[config.mk]
export PLATFORM = sky130hd
export DESIGN_NAME = carry_resolver
export DESIGN_NICKNAME = d
export VERILOG_FILES = /design/src/rtl/carry_resolver_pkg.sv /design/src/rtl/carry_resolver.sv
export SDC_FILE = /design/constraint.sdc
export NUM_CORES = 1
export LEC_CHECK = 0
export CAP_MARGIN = 20
export CORE_MARGIN = 8
export CORE_UTILIZATION = 45
export DETAILED_ROUTE_END_ITERATION = 8
export DONT_BUFFER_PORTS = 1
export PLACE_DENSITY_LB_ADDON = 0.12
export SYNTH_ARGS = -nofsm -noshare
export SYNTH_HDL_FRONTEND = slang
export SYNTH_SLANG_ARGS = --single-unit
[constraint.sdc]
create_clock -name clk -period 3.7 [get_ports clk]
set_input_delay 0.74 -clock clk [delete_from_list [all_inputs] [get_ports clk]]
set_output_delay 0.74 -clock clk [all_outputs]
set_load 0.03 [all_outputs]
[src/rtl/carry_resolver_pkg.sv]
// Shared encoder constants for the carry resolver: default widths, FSM encoding
// and the fill bits used to build the pending-run bytes (all ones before a carry,
// all zeros after one).
package carry_resolver_pkg;

  localparam int DEF_OUT_WIDTH = 8;
  localparam int DEF_CNT_WIDTH = 8;

  // Fill bit of a run byte while the run is still unresolved (0xFF) and after a
  // carry has rippled through it (0x00).
  localparam logic FILL_PENDING = 1'b1;
  localparam logic FILL_CARRIED = 1'b0;

  typedef enum logic [2:0] {
    ST_IDLE      = 3'd0,
    ST_HOLD      = 3'd1,
    ST_EMIT_HELD = 3'd2,
    ST_EMIT_RUN  = 3'd3,
    ST_FLUSH_END = 3'd4
  } state_t;

endpackage

[src/rtl/carry_resolver.sv]
// Resolves arithmetic-coder carries: holds one byte plus a run of 0xFF bytes until a carry (or its absence) is known.
// Latency: an accepted precarry that resolves output shows out_valid on the next cycle; 0x0FF inputs only grow the run.
// Backpressure: out_ready low freezes out_byte/out_valid; in_ready is high only in IDLE and HOLD.
module carry_resolver
  import carry_resolver_pkg::*;
#(
  parameter int OUT_WIDTH = DEF_OUT_WIDTH,
  parameter int CNT_WIDTH = DEF_CNT_WIDTH
) (
  input  logic                 clk,
  input  logic                 reset,
  input  logic                 in_valid,
  input  logic [OUT_WIDTH:0]   in_precarry,
  input  logic                 in_flush,
  output logic                 in_ready,
  output logic [OUT_WIDTH-1:0] out_byte,
  output logic                 out_valid,
  input  logic                 out_ready,
  output logic                 out_last,
  output logic                 out_error
);

  localparam logic [OUT_WIDTH-1:0] BYTE_RUN_FF = {OUT_WIDTH{FILL_PENDING}};
  localparam logic [OUT_WIDTH-1:0] BYTE_RUN_00 = {OUT_WIDTH{FILL_CARRIED}};
  localparam logic [OUT_WIDTH-1:0] BYTE_ONE    = OUT_WIDTH'(1);
  localparam logic [CNT_WIDTH-1:0] RUN_ONE     = CNT_WIDTH'(1);
  localparam logic [CNT_WIDTH-1:0] RUN_TWO     = CNT_WIDTH'(2);
  localparam logic [CNT_WIDTH-1:0] RUN_MAX     = '1;

  state_t                 r_state, w_state_nxt;
  logic [OUT_WIDTH-1:0]   r_held, w_held_nxt;
  logic [OUT_WIDTH-1:0]   r_next, w_next_nxt;
  logic [CNT_WIDTH-1:0]   r_run, w_run_nxt;
  logic [OUT_WIDTH-1:0]   r_run_byte, w_run_byte_nxt;
  logic [OUT_WIDTH-1:0]   r_out_byte, w_out_byte_nxt;
  logic                   r_out_vld, w_out_vld_nxt;
  logic                   r_out_last, w_out_last_nxt;
  logic                   r_err, w_err_nxt;
  logic                   r_flush, w_flush_nxt;           // draining toward IDLE
  logic                   r_drain_next, w_drain_next_nxt; // next byte still owed at end of drain
  logic                   r_rdy_en;                       // keeps in_ready low until the first clock after reset
  logic                   w_done;

  logic                   w_carry;
  logic [OUT_WIDTH-1:0]   w_byte;
  logic                   w_in_rdy, w_take_vld, w_take_fls, w_hs, w_is_run, w_run_sat;
  logic [CNT_WIDTH-1:0]   w_run_inc;

  assign w_carry    = in_precarry[OUT_WIDTH];
  assign w_byte     = in_precarry[OUT_WIDTH-1:0];
  assign w_in_rdy   = r_rdy_en && (r_state == ST_IDLE || r_state == ST_HOLD);
  assign w_take_vld = w_in_rdy && in_valid;
  assign w_take_fls = w_in_rdy && in_flush;
  assign w_hs       = r_out_vld && out_ready;
  assign w_is_run   = w_take_vld && !w_carry && (w_byte == BYTE_RUN_FF);
  assign w_run_sat  = (r_run == RUN_MAX);
  assign w_run_inc  = w_run_sat ? r_run : r_run + RUN_ONE;

  assign in_ready  = w_in_rdy;
  assign out_byte  = r_out_byte;
  assign out_valid = r_out_vld;
  assign out_last  = r_out_last;
  assign out_error = r_err;

  // Next-state and next-register values for the resolver FSM.
  always_comb begin
    w_state_nxt      = r_state;
    w_held_nxt       = r_held;
    w_next_nxt       = r_next;
    w_run_nxt        = r_run;
    w_run_byte_nxt   = r_run_byte;
    w_out_byte_nxt   = r_out_byte;
    w_out_vld_nxt    = r_out_vld;
    w_out_last_nxt   = r_out_last;
    w_err_nxt        = r_err;
    w_flush_nxt      = r_flush;
    w_drain_next_nxt = r_drain_next;
    w_done           = 1'b0;

    case (r_state)
      ST_IDLE: begin
        if (w_take_vld) begin
          // A carry with nothing held has nowhere to go: flag it, keep the byte.
          w_held_nxt = w_byte;
          w_run_nxt  = '0;
          if (w_carry) w_err_nxt = 1'b1;
          if (w_take_fls) begin
            w_out_byte_nxt   = w_byte;
            w_out_vld_nxt    = 1'b1;
            w_out_last_nxt   = 1'b1;
            w_run_byte_nxt   = BYTE_RUN_FF;
            w_flush_nxt      = 1'b1;
            w_drain_next_nxt = 1'b0;
            w_state_nxt      = ST_EMIT_HELD;
          end else begin
            w_state_nxt = ST_HOLD;
          end
        end
      end
      ST_HOLD: begin
        if (w_is_run) begin
          w_run_nxt = w_run_inc;
          if (w_run_sat) w_err_nxt = 1'b1;
          if (w_take_fls) begin
            w_out_byte_nxt   = r_held;
            w_out_vld_nxt    = 1'b1;
            w_out_last_nxt   = 1'b0;
            w_run_byte_nxt   = BYTE_RUN_FF;
            w_flush_nxt      = 1'b1;
            w_drain_next_nxt = 1'b0;
            w_state_nxt      = ST_EMIT_HELD;
          end
        end else if (w_take_vld) begin
          // Carry known: the held byte and the whole run resolve together.
          w_out_byte_nxt   = w_carry ? r_held + BYTE_ONE : r_held;
          w_run_byte_nxt   = w_carry ? BYTE_RUN_00 : BYTE_RUN_FF;
          w_next_nxt       = w_byte;
          w_out_vld_nxt    = 1'b1;
          w_out_last_nxt   = 1'b0;
          w_flush_nxt      = w_take_fls;
          w_drain_next_nxt = w_take_fls;
          w_state_nxt      = ST_EMIT_HELD;
        end else if (w_take_fls) begin
          w_out_byte_nxt   = r_held;
          w_out_vld_nxt    = 1'b1;
          w_out_last_nxt   = (r_run == '0);
          w_run_byte_nxt   = BYTE_RUN_FF;
          w_flush_nxt      = 1'b1;
          w_drain_next_nxt = 1'b0;
          w_state_nxt      = ST_EMIT_HELD;
        end
      end
      ST_EMIT_HELD: begin
        if (w_hs) begin
          if (r_run != '0) begin
            w_out_byte_nxt = r_run_byte;
            w_out_last_nxt = r_flush && !r_drain_next && (r_run == RUN_ONE);
            w_state_nxt    = ST_EMIT_RUN;
          end else begin
            w_done = 1'b1;
          end
        end
      end
      ST_EMIT_RUN: begin
        if (w_hs) begin
          w_run_nxt = r_run - RUN_ONE;
          if (r_run == RUN_ONE) w_done = 1'b1;
          else w_out_last_nxt = r_flush && !r_drain_next && (r_run == RUN_TWO);
        end
      end
      ST_FLUSH_END: begin
        if (w_hs) begin
          w_out_vld_nxt    = 1'b0;
          w_out_last_nxt   = 1'b0;
          w_flush_nxt      = 1'b0;
          w_drain_next_nxt = 1'b0;
          w_state_nxt      = ST_IDLE;
        end
      end
      default: w_state_nxt = ST_IDLE;
    endcase

    // Held byte and run fully emitted: continue the drain or hold the next byte.
    if (w_done) begin
      if (r_flush && r_drain_next) begin
        w_out_byte_nxt = r_next;
        w_out_vld_nxt  = 1'b1;
        w_out_last_nxt = 1'b1;
        w_state_nxt    = ST_FLUSH_END;
      end else if (r_flush) begin
        w_out_vld_nxt  = 1'b0;
        w_out_last_nxt = 1'b0;
        w_flush_nxt    = 1'b0;
        w_state_nxt    = ST_IDLE;
      end else begin
        w_held_nxt     = r_next;
        w_out_vld_nxt  = 1'b0;
        w_out_last_nxt = 1'b0;
        w_state_nxt    = ST_HOLD;
      end
    end
  end

  // State, counter and output registers; reset discards anything in flight.
  always_ff @(posedge clk or negedge reset) begin
    if (!reset) begin
      r_state      <= ST_IDLE;
      r_held       <= '0;
      r_next       <= '0;
      r_run        <= '0;
      r_run_byte   <= '0;
      r_out_byte   <= '0;
      r_out_vld    <= 1'b0;
      r_out_last   <= 1'b0;
      r_err        <= 1'b0;
      r_flush      <= 1'b0;
      r_drain_next <= 1'b0;
      r_rdy_en     <= 1'b0;
    end else begin
      r_state      <= w_state_nxt;
      r_held       <= w_held_nxt;
      r_next       <= w_next_nxt;
      r_run        <= w_run_nxt;
      r_run_byte   <= w_run_byte_nxt;
      r_out_byte   <= w_out_byte_nxt;
      r_out_vld    <= w_out_vld_nxt;
      r_out_last   <= w_out_last_nxt;
      r_err        <= w_err_nxt;
      r_flush      <= w_flush_nxt;
      r_drain_next <= w_drain_next_nxt;
      r_rdy_en     <= 1'b1;
    end
  end

endmodule
==> results.ini <==
[clock_network]
cts_setup_buffers = 0
cts.root.buffer_cell = clkbuf_8
clock_latency_ns = 0.30
cts_sinks = 49
clock_path_buffers = 2
postCtsHoldBufs = 0
htree_levels = 2
cts_made_buffers = 5
cts_resized = 0
clk_pin_slew_ns = 0.09
cts_tree = done

[die]
fp.dieH_um = 102.8
dieArea_sq_um = 10580
fp.dieW_um = 102.8
rows = 31
ioPinCount = 26
design.core.area_sq_um = 7292
start_util_pct = 46.53

[yosys]
synth-seq-area-share_pct = 36.14
yosysUniqueCellTypes = 75
synth-edff-count = 0
synthArstFlopShare_pct = 100.0
yosysWarnings = 0
ys.flop_type = dfrtp_1
syn-cell-area_sq_um = 3393
synth_fp_nets = 397
avgSynthCellArea_sq_um = 9.001
synth-seq-cells = 49
netlist_instances = 377

[cells_and_area]
nets = 387
layout.cells.most_common = dfrtp_1
area_growth_pct = 5.162
diodes = 0
layout-drive-gt1-share_pct = 12.23
fin_cells = 467
final_cell_area_sq_um = 3568
layout_common_cells = dfrtp_1 (49), nor2_1 (34), a21oi_1 (27)

[global_routing]
grt_pass1_vias = 2858
grt_use_total_pct = 19.31
grt_overflow = 0
grt_max_degree = 50
antenna_found_initial = 0
grt_pass1_wl_mm = 15.90

[detailed_routing]
vias = 3041
drcViolationCount = 0
finalWirelength_mm = 9.754
postRouteAntennaNets = 0
drtPass1Iterations = 5
wl_per_cell_um = 20.89
viasPerCell = 6.512
drtIter0Drc = 290

[timing]
rsz0062_at_grt = no
tns_ns = 0
fin_skew_ns = 0.005930
tightestPinTransition_ns = 0.8528
maxSlewHeadroom_pct = 42.43
period_minus_slack_ns = 2.674
timing.final.crit_share_pct = 72.27
clock.fmax_mhz = 374.0
drv_slew = 0
holdWs_ns = 0.1182
setup_viol = 0
hold_viol = 0

[outcome]
status = complete, no violations

[worst_setup_path]
arrival_ns = 2.84
r2r_cells = 6
start_kind = register
worst-setup-path-type = register to register
crit_fanout = 24
end_kind = register
cp.required_ns = 3.86

[placed_design]
dpl-instance-area_sq_um = 3457
place_inst = 459
io_buffers = 0
place.gp.congestion = 0.9564
hpwl_mm = 7.030

[worst_hold_path]
hold_path.class = input pin to asynchronous set/reset pin

[power_and_ir_drop]
cellPowerDensity_nw_per_um2 = 824.7
report.power.total_mw = 2.943
vdd_drop_max_mv = 0.3615
leakage_nw = 1.449

[flow_run]
maxCapViolations = 0

flip-flops by register name (all words and copies together) (netlist names):
register      count
out_byte          8
r_held            8
r_next            8
r_run             8
r_run_byte        8
r_state           3
out_error         1
out_last          1
out_valid         1
r_drain_next      1
r_flush           1
r_rdy_en          1
cells in the mapped netlist (3+ instances only):
cell type | count | area share [%]
a221o_1 | 3 | 0.88
o211ai_1 | 3 | 0.66
clkbuf_1 | 19 | 2.1
inv_1 | 9 | 1.0
nor4_1 | 7 | 1.3
nand3_1 | 16 | 2.4
a221oi_1 | 3 | 0.77
nand2b_1 | 4 | 0.74
nand4_1 | 9 | 1.7
o22a_1 | 3 | 0.77
a21oi_1 | 27 | 4.0
and2_1 | 3 | 0.55
o311ai_0 | 4 | 1.0
nor3_1 | 4 | 0.59
or3_1 | 3 | 0.55
ha_1 | 6 | 2.2
nor3b_1 | 3 | 0.66
nand2_1 | 23 | 2.5
o21a_1 | 10 | 2.2
or2_2 | 3 | 0.55
dfrtp_1 | 49 | 36
a21boi_0 | 4 | 0.88
mux2i_1 | 16 | 4.7
o221ai_1 | 8 | 2.1
buf_2 | 3 | 0.44
o21ai_0 | 14 | 2.1
a31oi_1 | 13 | 2.4
nor2_1 | 34 | 3.8
mux2_2 | 11 | 3.7
o22ai_1 | 3 | 0.55
and3_1 | 3 | 0.55
logic make-up after synthesis:
group                      count (synthesis)  share of synthesized area (%)
AOI/OAI and AO/OA                        124                          25.77
xor gates and xnor gates                   1                         0.2582
adders and majority gates                  6                          2.212
buffers and inverters                     35                          4.756
DFF                                       49                          36.14
muxes                                     27                          8.370
other                                      1                         0.1105
and+or+nand+nor                          134                          22.38
stage by stage:
stage	setup WS, ns	utilization [%]
after floorplan	1.122	-
after global placement	1.041	47.41
after detailed placement	0.9796	47.41
after CTS	1.058	48.94
after global routing	0.8508	48.94
final	1.026	48.94
final timing paths:
check | from | to | slack [ns]
setup / recovery | r_state[1]$_DFFE_PN0P_ | r_flush$_DFF_PN0_ | 1.03
hold / removal | reset | r_run[2]$_DFFE_PN0P_ | 0.12
setup reg to reg | r_state[1]$_DFFE_PN0P_ | r_flush$_DFF_PN0_ | 1.03
hold reg to reg | r_run_byte[5]$_DFFE_PN0P_ | r_run_byte[5]$_DFFE_PN0P_ | 0.50
max in group asynchronous | reset | r_run_byte[0]$_DFFE_PN0P_ | 3.45
min in group clk | r_run_byte[5]$_DFFE_PN0P_ | r_run_byte[5]$_DFFE_PN0P_ | 0.50
cell type report:
class	instances	area (sq um)
sequential	49	1226
clock inverter	2	38.79
multi-input combinational	293	2006
fill	747	3724
clock buffer	6	72.57
timing repair buffer	9	67.56
inverter	9	33.78
tap	99	123.9
report_power, final:
part           leakage, nW  internal [mW]  switching (mW)
clock               0.0554          0.203           0.185
combinational        0.816          0.603           0.767
sequential           0.578          0.777           0.408
total                 1.45           1.58            1.36
worst max-delay path: stages (launching register included):
cell	delay (ns)
dfrtp_1	0.37
buf_4	0.21
nand4bb_1	0.58
a31oi_2	0.63
nand2_1	0.39
o21ai_0	0.26
a221oi_1	0.10
metal layers:
metal / wire length (um) / GRT usage (%)
met3: 701 / 4.254
met2: 4390 / 29.37
met5: 0 / 0
met4: 196 / 5.562
met1: 4465 / 26.76
Power figures use the tool's default switching activity.
